==> config.mk <==
export PLATFORM = sky130hd
export DESIGN_NAME = hazard_ctrl_flat
export DESIGN_NICKNAME = d
export VERILOG_FILES = /design/src/rtl/hazard_ctrl_pkg.sv /design/src/rtl/hazard_ctrl_if.sv /design/src/rtl/hazard_ctrl_fwd_unit.sv /design/src/rtl/hazard_ctrl.sv /design/src/flat_wrapper.sv
export SDC_FILE = /design/constraint.sdc
export NUM_CORES = 1
export LEC_CHECK = 0
export CORE_UTILIZATION = 46
export DETAILED_ROUTE_END_ITERATION = 10
export PLACE_DENSITY = 0.81
export SLEW_MARGIN = 10
export SYNTH_ARGS = -nofsm -noshare
export SYNTH_HDL_FRONTEND = slang
export SYNTH_SLANG_ARGS = --single-unit
==> constraint.sdc <==
create_clock -name clk -period 2.74 [get_ports clk]
set_clock_uncertainty 0.15 [all_clocks]
set_input_delay 0.548 -clock clk [delete_from_list [all_inputs] [get_ports clk]]
set_output_delay 0.548 -clock clk [all_outputs]
set_load 0.01 [all_outputs]
==> src/rtl/hazard_ctrl_pkg.sv <==
// Shared types for the pipeline hazard controller: forwarding selects,
// controller FSM states and the register-number width.
package pipe_pkg;

  localparam int REG_W = 5;

  typedef enum logic [1:0] {
    FWD_RF = 2'b00,
    FWD_W  = 2'b01,
    FWD_M  = 2'b10
  } fwd_sel_t;

  typedef enum logic {
    RUN      = 1'b0,
    MEM_WAIT = 1'b1
  } hz_state_t;

endpackage

==> src/rtl/hazard_ctrl_if.sv <==
// Pipeline-side signal bundle for hazard_ctrl: register numbers and
// enables in, stall/flush/forward controls and monitor counters out.
interface hazard_ctrl_if #(
  parameter int CNT_W = 16
);
  import pipe_pkg::*;

  logic [REG_W-1:0] RsD, RtD, RsE, RtE;
  logic [REG_W-1:0] WriteRegE, WriteRegM, WriteRegW;
  logic             RegWriteE, RegWriteM, RegWriteW;
  logic             MemtoRegE, BranchE, ZeroE;
  logic             MemAccessM, dmem_ready, clr_cnt;

  logic             StallF, StallD, StallE, StallM;
  logic             FlushD, FlushE, FlushW;
  logic             PCSrcE;
  logic [1:0]       ForwardAE, ForwardBE;
  logic             err_timeout;
  logic [CNT_W-1:0] stall_cnt, flush_cnt;

  modport master (
    output RsD, RtD, RsE, RtE, WriteRegE, WriteRegM, WriteRegW,
           RegWriteE, RegWriteM, RegWriteW, MemtoRegE, BranchE, ZeroE,
           MemAccessM, dmem_ready, clr_cnt,
    input  StallF, StallD, StallE, StallM, FlushD, FlushE, FlushW,
           PCSrcE, ForwardAE, ForwardBE, err_timeout, stall_cnt, flush_cnt
  );

  modport slave (
    input  RsD, RtD, RsE, RtE, WriteRegE, WriteRegM, WriteRegW,
           RegWriteE, RegWriteM, RegWriteW, MemtoRegE, BranchE, ZeroE,
           MemAccessM, dmem_ready, clr_cnt,
    output StallF, StallD, StallE, StallM, FlushD, FlushE, FlushW,
           PCSrcE, ForwardAE, ForwardBE, err_timeout, stall_cnt, flush_cnt
  );

endinterface

==> src/rtl/hazard_ctrl_fwd_unit.sv <==
// Combinational forwarding select for one EX-stage operand; the M-stage
// result is newer than W and therefore wins when both match.
module fwd_unit
  import pipe_pkg::*;
(
  input  logic [REG_W-1:0] rs_i,
  input  logic             reg_write_m_i,
  input  logic [REG_W-1:0] write_reg_m_i,
  input  logic             reg_write_w_i,
  input  logic [REG_W-1:0] write_reg_w_i,
  output fwd_sel_t         fwd_o
);

  always_comb begin
    fwd_o = FWD_RF;
    if (reg_write_m_i && (write_reg_m_i != '0) && (write_reg_m_i == rs_i)) begin
      fwd_o = FWD_M;
    end else if (reg_write_w_i && (write_reg_w_i != '0) && (write_reg_w_i == rs_i)) begin
      fwd_o = FWD_W;
    end
  end

endmodule

==> src/rtl/hazard_ctrl.sv <==
// Hazard and sequencing controller for the 5-stage pipeline: stall/flush
// priority, operand forwarding, data-memory wait tracking and event counters.
module hazard_ctrl
  import pipe_pkg::*;
#(
  parameter int TIMEOUT = 64,
  parameter int CNT_W   = 16
) (
  input logic         clk,
  input logic         rst_n,
  hazard_ctrl_if.slave hz
);

  localparam int                WCNT_W    = $clog2(TIMEOUT + 1);
  localparam logic [WCNT_W-1:0] TIMEOUT_V = WCNT_W'(TIMEOUT);

  fwd_sel_t fwd_a, fwd_b;

  fwd_unit u_fwd_a (
    .rs_i          (hz.RsE),
    .reg_write_m_i (hz.RegWriteM),
    .write_reg_m_i (hz.WriteRegM),
    .reg_write_w_i (hz.RegWriteW),
    .write_reg_w_i (hz.WriteRegW),
    .fwd_o         (fwd_a)
  );

  fwd_unit u_fwd_b (
    .rs_i          (hz.RtE),
    .reg_write_m_i (hz.RegWriteM),
    .write_reg_m_i (hz.WriteRegM),
    .reg_write_w_i (hz.RegWriteW),
    .write_reg_w_i (hz.WriteRegW),
    .fwd_o         (fwd_b)
  );

  logic mem_stall, lwstall, pcsrc;
  logic stall_f, stall_m, flush_d, flush_e, flush_w;

  assign mem_stall = hz.MemAccessM & ~hz.dmem_ready;
  // A branch in E is frozen during a memory wait and resolves afterwards.
  assign pcsrc     = hz.BranchE & hz.ZeroE & ~mem_stall;
  assign lwstall   = hz.MemtoRegE & hz.RegWriteE & (hz.WriteRegE != '0) &
                     ((hz.WriteRegE == hz.RsD) | (hz.WriteRegE == hz.RtD));

  always_comb begin
    stall_f = 1'b0;
    stall_m = 1'b0;
    flush_d = 1'b0;
    flush_e = 1'b0;
    flush_w = 1'b0;
    if (!rst_n) begin
      flush_d = 1'b1;
      flush_e = 1'b1;
      flush_w = 1'b1;
    end else if (mem_stall) begin
      stall_f = 1'b1;
      stall_m = 1'b1;
      flush_w = 1'b1;
    end else if (pcsrc) begin
      flush_d = 1'b1;
      flush_e = 1'b1;
    end else if (lwstall) begin
      stall_f = 1'b1;
      flush_e = 1'b1;
    end
  end

  assign hz.StallF    = stall_f;
  assign hz.StallD    = stall_f;
  assign hz.StallE    = stall_m;
  assign hz.StallM    = stall_m;
  assign hz.FlushD    = flush_d;
  assign hz.FlushE    = flush_e;
  assign hz.FlushW    = flush_w;
  assign hz.PCSrcE    = rst_n & pcsrc;
  assign hz.ForwardAE = rst_n ? fwd_a : FWD_RF;
  assign hz.ForwardBE = rst_n ? fwd_b : FWD_RF;

  hz_state_t         state_q, state_d;
  logic [WCNT_W-1:0] wait_cnt_q, wait_cnt_d;
  logic              err_q, err_d;
  logic [CNT_W-1:0]  stall_cnt_q, stall_cnt_d;
  logic [CNT_W-1:0]  flush_cnt_q, flush_cnt_d;

  always_comb begin
    state_d    = state_q;
    wait_cnt_d = wait_cnt_q;
    unique case (state_q)
      RUN: begin
        if (mem_stall) begin
          state_d    = MEM_WAIT;
          wait_cnt_d = WCNT_W'(1);
        end
      end
      MEM_WAIT: begin
        if (mem_stall) begin
          if (wait_cnt_q != TIMEOUT_V) wait_cnt_d = wait_cnt_q + WCNT_W'(1);
        end else begin
          state_d    = RUN;
          wait_cnt_d = '0;
        end
      end
      default: begin
        state_d    = RUN;
        wait_cnt_d = '0;
      end
    endcase

    err_d = err_q | ((state_d == MEM_WAIT) && (wait_cnt_d == TIMEOUT_V));

    stall_cnt_d = stall_cnt_q;
    if (hz.clr_cnt)                         stall_cnt_d = '0;
    else if (stall_f && stall_cnt_q != '1)  stall_cnt_d = stall_cnt_q + CNT_W'(1);

    flush_cnt_d = flush_cnt_q;
    if (hz.clr_cnt)                         flush_cnt_d = '0;
    else if (pcsrc && flush_cnt_q != '1)    flush_cnt_d = flush_cnt_q + CNT_W'(1);
  end

  always_ff @(posedge clk or negedge rst_n) begin
    if (!rst_n) begin
      state_q     <= RUN;
      wait_cnt_q  <= '0;
      err_q       <= 1'b0;
      stall_cnt_q <= '0;
      flush_cnt_q <= '0;
    end else begin
      state_q     <= state_d;
      wait_cnt_q  <= wait_cnt_d;
      err_q       <= err_d;
      stall_cnt_q <= stall_cnt_d;
      flush_cnt_q <= flush_cnt_d;
    end
  end

  assign hz.err_timeout = err_q;
  assign hz.stall_cnt   = stall_cnt_q;
  assign hz.flush_cnt   = flush_cnt_q;

endmodule

==> src/flat_wrapper.sv <==
// flat-port wrapper written by rule: the top's interface ports become plain ports
module hazard_ctrl_flat import pipe_pkg::*;
#(
  parameter int TIMEOUT = 64,
  parameter int CNT_W   = 16
)
  (clk, rst_n, hz_RsD, hz_RtD, hz_RsE, hz_RtE, hz_WriteRegE, hz_WriteRegM, hz_WriteRegW, hz_RegWriteE, hz_RegWriteM, hz_RegWriteW, hz_MemtoRegE, hz_BranchE, hz_ZeroE, hz_MemAccessM, hz_dmem_ready, hz_clr_cnt, hz_StallF, hz_StallD, hz_StallE, hz_StallM, hz_FlushD, hz_FlushE, hz_FlushW, hz_PCSrcE, hz_ForwardAE, hz_ForwardBE, hz_err_timeout, hz_stall_cnt, hz_flush_cnt);
  hazard_ctrl_if #(.CNT_W(CNT_W)) hz_i ();
  input logic clk;
  input logic rst_n;
  input wire logic [$bits(hz_i.RsD)-1:0] hz_RsD;
  input wire logic [$bits(hz_i.RtD)-1:0] hz_RtD;
  input wire logic [$bits(hz_i.RsE)-1:0] hz_RsE;
  input wire logic [$bits(hz_i.RtE)-1:0] hz_RtE;
  input wire logic [$bits(hz_i.WriteRegE)-1:0] hz_WriteRegE;
  input wire logic [$bits(hz_i.WriteRegM)-1:0] hz_WriteRegM;
  input wire logic [$bits(hz_i.WriteRegW)-1:0] hz_WriteRegW;
  input wire logic [$bits(hz_i.RegWriteE)-1:0] hz_RegWriteE;
  input wire logic [$bits(hz_i.RegWriteM)-1:0] hz_RegWriteM;
  input wire logic [$bits(hz_i.RegWriteW)-1:0] hz_RegWriteW;
  input wire logic [$bits(hz_i.MemtoRegE)-1:0] hz_MemtoRegE;
  input wire logic [$bits(hz_i.BranchE)-1:0] hz_BranchE;
  input wire logic [$bits(hz_i.ZeroE)-1:0] hz_ZeroE;
  input wire logic [$bits(hz_i.MemAccessM)-1:0] hz_MemAccessM;
  input wire logic [$bits(hz_i.dmem_ready)-1:0] hz_dmem_ready;
  input wire logic [$bits(hz_i.clr_cnt)-1:0] hz_clr_cnt;
  output wire logic [$bits(hz_i.StallF)-1:0] hz_StallF;
  output wire logic [$bits(hz_i.StallD)-1:0] hz_StallD;
  output wire logic [$bits(hz_i.StallE)-1:0] hz_StallE;
  output wire logic [$bits(hz_i.StallM)-1:0] hz_StallM;
  output wire logic [$bits(hz_i.FlushD)-1:0] hz_FlushD;
  output wire logic [$bits(hz_i.FlushE)-1:0] hz_FlushE;
  output wire logic [$bits(hz_i.FlushW)-1:0] hz_FlushW;
  output wire logic [$bits(hz_i.PCSrcE)-1:0] hz_PCSrcE;
  output wire logic [$bits(hz_i.ForwardAE)-1:0] hz_ForwardAE;
  output wire logic [$bits(hz_i.ForwardBE)-1:0] hz_ForwardBE;
  output wire logic [$bits(hz_i.err_timeout)-1:0] hz_err_timeout;
  output wire logic [$bits(hz_i.stall_cnt)-1:0] hz_stall_cnt;
  output wire logic [$bits(hz_i.flush_cnt)-1:0] hz_flush_cnt;
  assign hz_i.RsD = hz_RsD;
  assign hz_i.RtD = hz_RtD;
  assign hz_i.RsE = hz_RsE;
  assign hz_i.RtE = hz_RtE;
  assign hz_i.WriteRegE = hz_WriteRegE;
  assign hz_i.WriteRegM = hz_WriteRegM;
  assign hz_i.WriteRegW = hz_WriteRegW;
  assign hz_i.RegWriteE = hz_RegWriteE;
  assign hz_i.RegWriteM = hz_RegWriteM;
  assign hz_i.RegWriteW = hz_RegWriteW;
  assign hz_i.MemtoRegE = hz_MemtoRegE;
  assign hz_i.BranchE = hz_BranchE;
  assign hz_i.ZeroE = hz_ZeroE;
  assign hz_i.MemAccessM = hz_MemAccessM;
  assign hz_i.dmem_ready = hz_dmem_ready;
  assign hz_i.clr_cnt = hz_clr_cnt;
  assign hz_StallF = hz_i.StallF;
  assign hz_StallD = hz_i.StallD;
  assign hz_StallE = hz_i.StallE;
  assign hz_StallM = hz_i.StallM;
  assign hz_FlushD = hz_i.FlushD;
  assign hz_FlushE = hz_i.FlushE;
  assign hz_FlushW = hz_i.FlushW;
  assign hz_PCSrcE = hz_i.PCSrcE;
  assign hz_ForwardAE = hz_i.ForwardAE;
  assign hz_ForwardBE = hz_i.ForwardBE;
  assign hz_err_timeout = hz_i.err_timeout;
  assign hz_stall_cnt = hz_i.stall_cnt;
  assign hz_flush_cnt = hz_i.flush_cnt;
  hazard_ctrl #(.TIMEOUT(TIMEOUT), .CNT_W(CNT_W)) u_core (.clk(clk), .rst_n(rst_n), .hz(hz_i));
endmodule
==> parameters.txt, run 1 <==
Parameter                              Value

Place
  Final weighted congestion in routability-driven placement    0.922
  PortBufs    90
  Post-detailed-placement half-perimeter wirelength    ~5600 um
  Pre-CTS setup slack    -0.665 ns

Synthesis
  Number of enable-type register cells in the synthesized netlist    0
  Largest cells by area after synthesis    dfrtp_1 (38%), xor2_1 (8.2%), xnor2_1 (7.2%), nand3_1 (4.3%), nor2_1 (4.2%)
  Share of synthesized cell area in and, or, nand and nor gates    between 20% and 30%
  Dominant synthesized flop cell    dfrtp_1
  Share of the synthesized area in compound gates (AO/OA/AOI/OAI)    13.4%
  Net count after synthesis    roughly 350
  Yosys Warn Count    0
  Top-area cell type share of the netlist area    about two fifths
  Mux cell area share after synthesis    0.747%
  Syn Inst Count    between 300 and 400
  Part of the Yosys area used for sequential elements    38.3%
  Yosys cell types    47
  Cell type with the highest aggregate area in the netlist    dfrtp_1
  Post-Syn Area    about 0.0027 sq mm
  Adder and majority cell fraction of the synthesized area    around 1.9%
  Post-Synth XOR/XNOR Area    approximately 15%
  Fraction of registers with async set or reset after synthesis    between 90% and 100%
  Post-synthesis area per instance    ~8.9 sq um
  Synthesis-stage register bit count    41
  Main combinational cell family by area after synthesis    simple AND/OR/NAND/NOR gates

Setup path
  Worst reg2reg path depth    8
  CP max stage cell    or4_4
  Worst setup SP type    input pin
  Critical path, cell by cell    clkdlybuf4s15_1 -> buf_6 -> xor2_1 -> or4_4 -> nor4_4 -> buf_2
  Buffers and inverters on the worst path    3
  Highest fanout seen on the critical path    2
  Category of the critical setup timing path    input pin to output pin
  Data required, critical path    approximately 2 ns
  Family with the most delay on the worst path    simple AND/OR/NAND/NOR gates
  Setup crit end kind    output pin
  Arrival time reported for the critical path endpoint    between 1.5 and 2 ns
  Max incr delay on CP    0.55 ns
  Logic depth of the worst setup path including buffers    6

Die
  Ports    91
  Site Rows    27
  Effective utilization at floorplan    around half
  Overall die height    78.3 um
  Core area    approximately 0.0056 sq mm
  Die footprint    around 0.0061 sq mm
  Horizontal die dimension    around 78 um

Layout
  Number of nets in the layout    475
  Inserted Diodes    0
  Most common library cell in the layout ignoring fill and taps    clkdlybuf4s50_1
  Relative area change from synthesis to final layout    51.1%
  Multi-input combinational cell area    0.00165 sq mm
  Utilization after layout    ~73%
  Sequential cell area    0.00103 sq mm
  Filler Cell Count    451
  Commonest non-fill, non-tap cells in the layout    clkdlybuf4s50_1 (55), dfrtp_1 (41), buf_4 (37), nor2_1 (30), xor2_1 (25)
  Ratio of cells with drive above 1 in the final layout    a little under a fifth

GRT
  Total routing usage reported by global routing    24.6%
  Grt total ovfl    0
  Initial antenna violation count    0
  Pin count of the biggest net entering global routing    31
  Wire length of the first global-routing pass    between 10000 and 15000 um
  Vias in the first global route    roughly 2600

Clocking
  Root Buffer    clkbuf_8
  Sinks on the clock net    41
  Inserted Clock Buffers    5
  Maximum number of buffers from clock root to sink    2
  Insertion delay of the later-clocked pin in the worst-skew pair    approximately 0.29 ns
  Clk slew on worst S/H paths    0.08 ns
  H-tree levels    2
  Clock tree from TritonCTS    built

Route
  Per-cell routed wire length    around 15 um
  Post-Route WL    between 7000 and 8000 um
  Drc violations    0
  DRC violation total after the first TritonRoute iteration    about 170
  Number of vias in the routed layout    2734
  Count of nets left with antenna violations after detail routing    0
  Vias per cell    between 5 and 6
  DRT Pass-1 Iters    4

STA
  Total count of hold-check failures in the final report    0
  Setup repair after global routing missed its margin    no
  Final number of setup-violating endpoints    0
  Final slew viol count    0
  Relative slew slack    between 60% and 70%
  Min cycle time layout    between 2 and 3 ns
  Worst slew pin tran    about 0.51 ns
  Setup WS post-layout    0.0475 ns
  Portion of the clock cycle consumed by the worst path in the final layout    a little over nine tenths
  Peak Freq    371 MHz

Pwr
  Power per cell area    322 mW/mm^2
  Reported leakage power    roughly 0.0018 uW
  Overall power after layout    between 1000 and 1500 uW
  Peak supply drop    317 uV

Min path
  Class of the tightest hold or removal check    input pin to async pin

Status
  Status    completed

Flow run
  Max-cap violation count    0
## sequential cells by signal, summed over array words and instances (netlist names)
register and count:
u_core.hz.flush_cnt 16, u_core.state_q 1, u_core.wait_cnt_q 7, u_core.hz.stall_cnt 16, u_core.hz.err_timeout 1
## synth_stat cells, types with 2 or more instances
library cell,number
a21oi_1,17
a31oi_1,3
and2_1,2
and3_1,6
and4_1,6
buf_4,3
buf_6,2
clkbuf_1,5
dfrtp_1,41
ha_1,4
inv_1,8
mux2i_1,2
nand2_1,16
nand2b_1,2
nand3_1,23
nand3b_1,2
nand4_1,8
nor2_1,30
nor2b_1,2
nor4_1,5
o21a_1,2
o21ai_0,18
o21ai_1,2
o22ai_1,3
o31ai_1,6
or3_1,10
or4_1,8
xnor2_1,22
xor2_1,25
## path summary, 6_finish.rpt
path / from / to / slack, ns
max: hz_WriteRegW[3] / hz_ForwardAE[0] / 0.05
min reg2reg: u_core.hz.err_timeout / u_core.hz.err_timeout / 0.33
max reg2reg: u_core.wait_cnt_q[0] / u_core.hz.err_timeout / 0.24
min: rst_n / u_core.hz.stall_cnt[12] / 0.16
min in group clk: u_core.hz.err_timeout / u_core.hz.err_timeout / 0.33
max in group asynchronous: rst_n / u_core.hz.stall_cnt[10] / 1.70
## cell families (layout without fill, tap and decap cells)
logic type / Yosys count / count (layout)
compound gates: 58 / 58
mux: 2 / 2
flops: 41 / 41
xor+xnor: 47 / 47
buf+inv: 20 / 145
fa+ha+maj: 4 / 4
simple gates: 129 / 129
## what timing repair did
item,CTS,global route
setup buffers,1,1
hold buffers,0,0
endpoints found under the setup margin,11,9
resized for setup,66,18
pin swaps,10,11
## report_power, final
group | total, uW | switching, uW | internal, uW | leakage, uW
Sequential | 621 | 10.2 | 611 | 0.000563
Combinational | 270 | 127 | 143 | 0.00114
Clock | 414 | 210 | 204 | 0.0000512
## per-layer routing
metal,vias up,wire length [um],track usage [%]
li1,1326,-,-
met1,1320,3050,29.5
met2,80,3830,45.7
met3,8,413,4.19
met4,0,78,5.56
met5,-,0,0
## metrics by stage
step	cells	setup TNS (ns)	instance area (sq um)	hold slack [ns]
6_report	498	0	4050	0.159
5_1_grt	498	0	4050	0.176
4_1_cts	497	0	4010	0.179
3_5_place_dp	489	-4.64	3880	0.309
3_3_place_gp	489	-3.69	3880	0.299
2_1_floorplan	301	0	2680	0.102
## layout make-up
class / instances / area share, %
Multi-Input combinational cell: 240 / 40.6
Timing Repair Buffer: 129 / 28.7
Sequential cell: 41 / 25.3
Tap cell: 72 / 2.22
Clock buffer: 6 / 2.04
Inverter: 8 / 0.742
Clock inverter: 2 / 0.340
No activity file was read; power rests on OpenSTA's default activity.
==> run 2, diff against run 1 <==
GPL_ROUTABILITY_DRIVEN = 0   (was not set)
clock period = 3 ns   (was 2.74 ns; I/O delays follow)
==> run 2 against run 1 <==
Global-route usage up 1.1 points. Routed wire length up 2.9%. Highest routed layer unchanged. Largest power group unchanged. Worst setup slack worse by 0.0022 ns.
==> parameters.txt, run 2 (same netlist as run 1, synthesis figures left out) <==
Parameter                              Value

Status
  Status    completed

Clocking
  H-tree levels    2
  Root Buffer    clkbuf_8
  Inserted Clock Buffers    5
  Post-CTS Setup Repair Bufs    0
  Maximum number of buffers from clock root to sink    2
  Sinks on the clock net    slightly above 40
  Clock tree from TritonCTS    built
  Insertion delay of the later-clocked pin in the worst-skew pair    between 0.2 and 0.3 ns
  Clk slew on worst S/H paths    roughly 0.080 ns

Die
  Horizontal die dimension    ~78 um
  Overall die height    roughly 78 um
  Site Rows    27
  Core area    approximately 0.0056 sq mm
  Effective utilization at floorplan    between 40% and 50%
  Die footprint    approximately 0.0061 sq mm
  Ports    slightly above 90

Route
  Drc violations    0
  DRT Pass-1 Iters    4
  Vias per cell    around 5.5
  DRC violation total after the first TritonRoute iteration    241
  Per-cell routed wire length    about 16 um
  Count of nets left with antenna violations after detail routing    0
  Post-Route WL    around 7600 um
  Number of vias in the routed layout    2708

Layout
  Most common library cell in the layout ignoring fill and taps    clkdlybuf4s50_1
  Count of non-filler cells in the finished layout    between 400 and 500
  Number of nets in the layout    466
  Inserted Diodes    0
  Commonest non-fill, non-tap cells in the layout    clkdlybuf4s50_1 (72), dfrtp_1 (41), nor2_1 (30), buf_4 (29), xor2_1 (25)
  Ratio of cells with drive above 1 in the final layout    14.4%
  Relative area change from synthesis to final layout    50.0%

GRT
  Vias in the first global route    approximately 2700
  Initial antenna violation count    0
  Grt total ovfl    0
  Total routing usage reported by global routing    approximately a quarter
  Wire length of the first global-routing pass    12400 um
  Pin count of the biggest net entering global routing    33

STA
  Portion of the clock cycle consumed by the worst path in the final layout    a little over nine tenths
  Total count of hold-check failures in the final report    0
  Final slew viol count    0
  Min cycle time layout    2.95 ns
  Setup repair after global routing missed its margin    yes
  Worst slew pin tran    between 0.5 and 0.6 ns
  Peak Freq    338 MHz
  Relative slew slack    65.7%
  Final number of setup-violating endpoints    0
  Final-layout worst hold slack    0.159 ns

Pwr
  Reported leakage power    approximately 0.0017 uW
  Peak supply drop    roughly 240 uV
  Power per cell area    around 300 mW/mm^2
  Overall power after layout    roughly 1200 uW

Place
  PortBufs    90
  Cells after DPL    481
  Post-detailed-placement half-perimeter wirelength    about 5700 um

Setup path
  Setup crit end kind    output pin
  Arrival time reported for the critical path endpoint    between 2 and 2.5 ns
  Worst setup SP type    input pin
  Highest fanout seen on the critical path    2
  Register-to-register setup slack    0.45 ns
  Data required, critical path    roughly 2.3 ns
  Category of the critical setup timing path    input pin to output pin

Flow run
  Max-cap violation count    0

Min path
  Class of the tightest hold or removal check    input pin to async pin
==> run 2: layer usage <==
layer | vias up | global-route usage, % | routed length, um
met5 | - | 0 | 0
met4 | 0 | 8.70 | 118
met3 | 8 | 4.42 | 382
met2 | 89 | 46.2 | 4000
met1 | 1285 | 30.8 | 3080
li1 | 1326 | - | -
==> run 2: final cells by class <==
class | count | area, sq um
Multi-Input combinational cell | 240 | 1650
Fill cell | 425 | 1560
Timing Repair Buffer | 120 | 1120
Sequential cell | 41 | 1030
Tap cell | 72 | 90.1
Clock buffer | 6 | 82.6
Inverter | 8 | 30.0
Clock inverter | 2 | 13.8
==> run 2: final timing paths <==
path,startpoint,end,depth (start not counted)
min in group clk,u_core.hz.err_timeout,u_core.hz.err_timeout,2
worst max register to register,u_core.wait_cnt_q[0],u_core.hz.err_timeout,8
max in group asynchronous,rst_n,u_core.hz.stall_cnt[15],3
worst min register to register,u_core.hz.err_timeout,u_core.hz.err_timeout,2
worst min-delay path,rst_n,u_core.hz.err_timeout,2
worst max-delay path,hz_RsE[2],hz_ForwardAE[0],5
==> run 2: worst max-delay path, cell delays in order <==
cell,delay [ns]
clkdlybuf4s50_1,0.45
xor2_1,0.18
or4_4,0.55
nor4_4,0.26
buf_2,0.16
==> run 2: report_power, final <==
group	internal, uW	total (uW)	switching, uW
clock	186	381	194
sequential	558	568	9.98
combinational	135	252	116
==> run 2: repair_timing <==
item / in CTS / in global routing
resized for setup: 18 / 31
hold buffers: 0 / 0
endpoints found under the setup margin: 7 / 9
pin swaps: 2 / 10
endpoints found under the hold margin: 0 / 0
==> run 2: per-stage QoR <==
stage          setup TNS (ns)  instance area [sq um]  util [%]  setup slack (ns)
2_1_floorplan               0                   2680         -             0.408
3_3_place_gp            -2.01                   3820      68.5            -0.452
3_5_place_dp            -2.35                   3820      68.5            -0.560
4_1_cts                -0.203                   3920      70.4            -0.203
5_1_grt              -0.00336                   4020      72.1          -0.00336
6_report                    0                   4020      72.1            0.0453
==> run 3, diff against run 2 <==
GPL_ROUTABILITY_DRIVEN = not set   (was 0)
==> results of run 3 <==
Same layout as run 2: the final DEF is identical, and so are final timing and power.
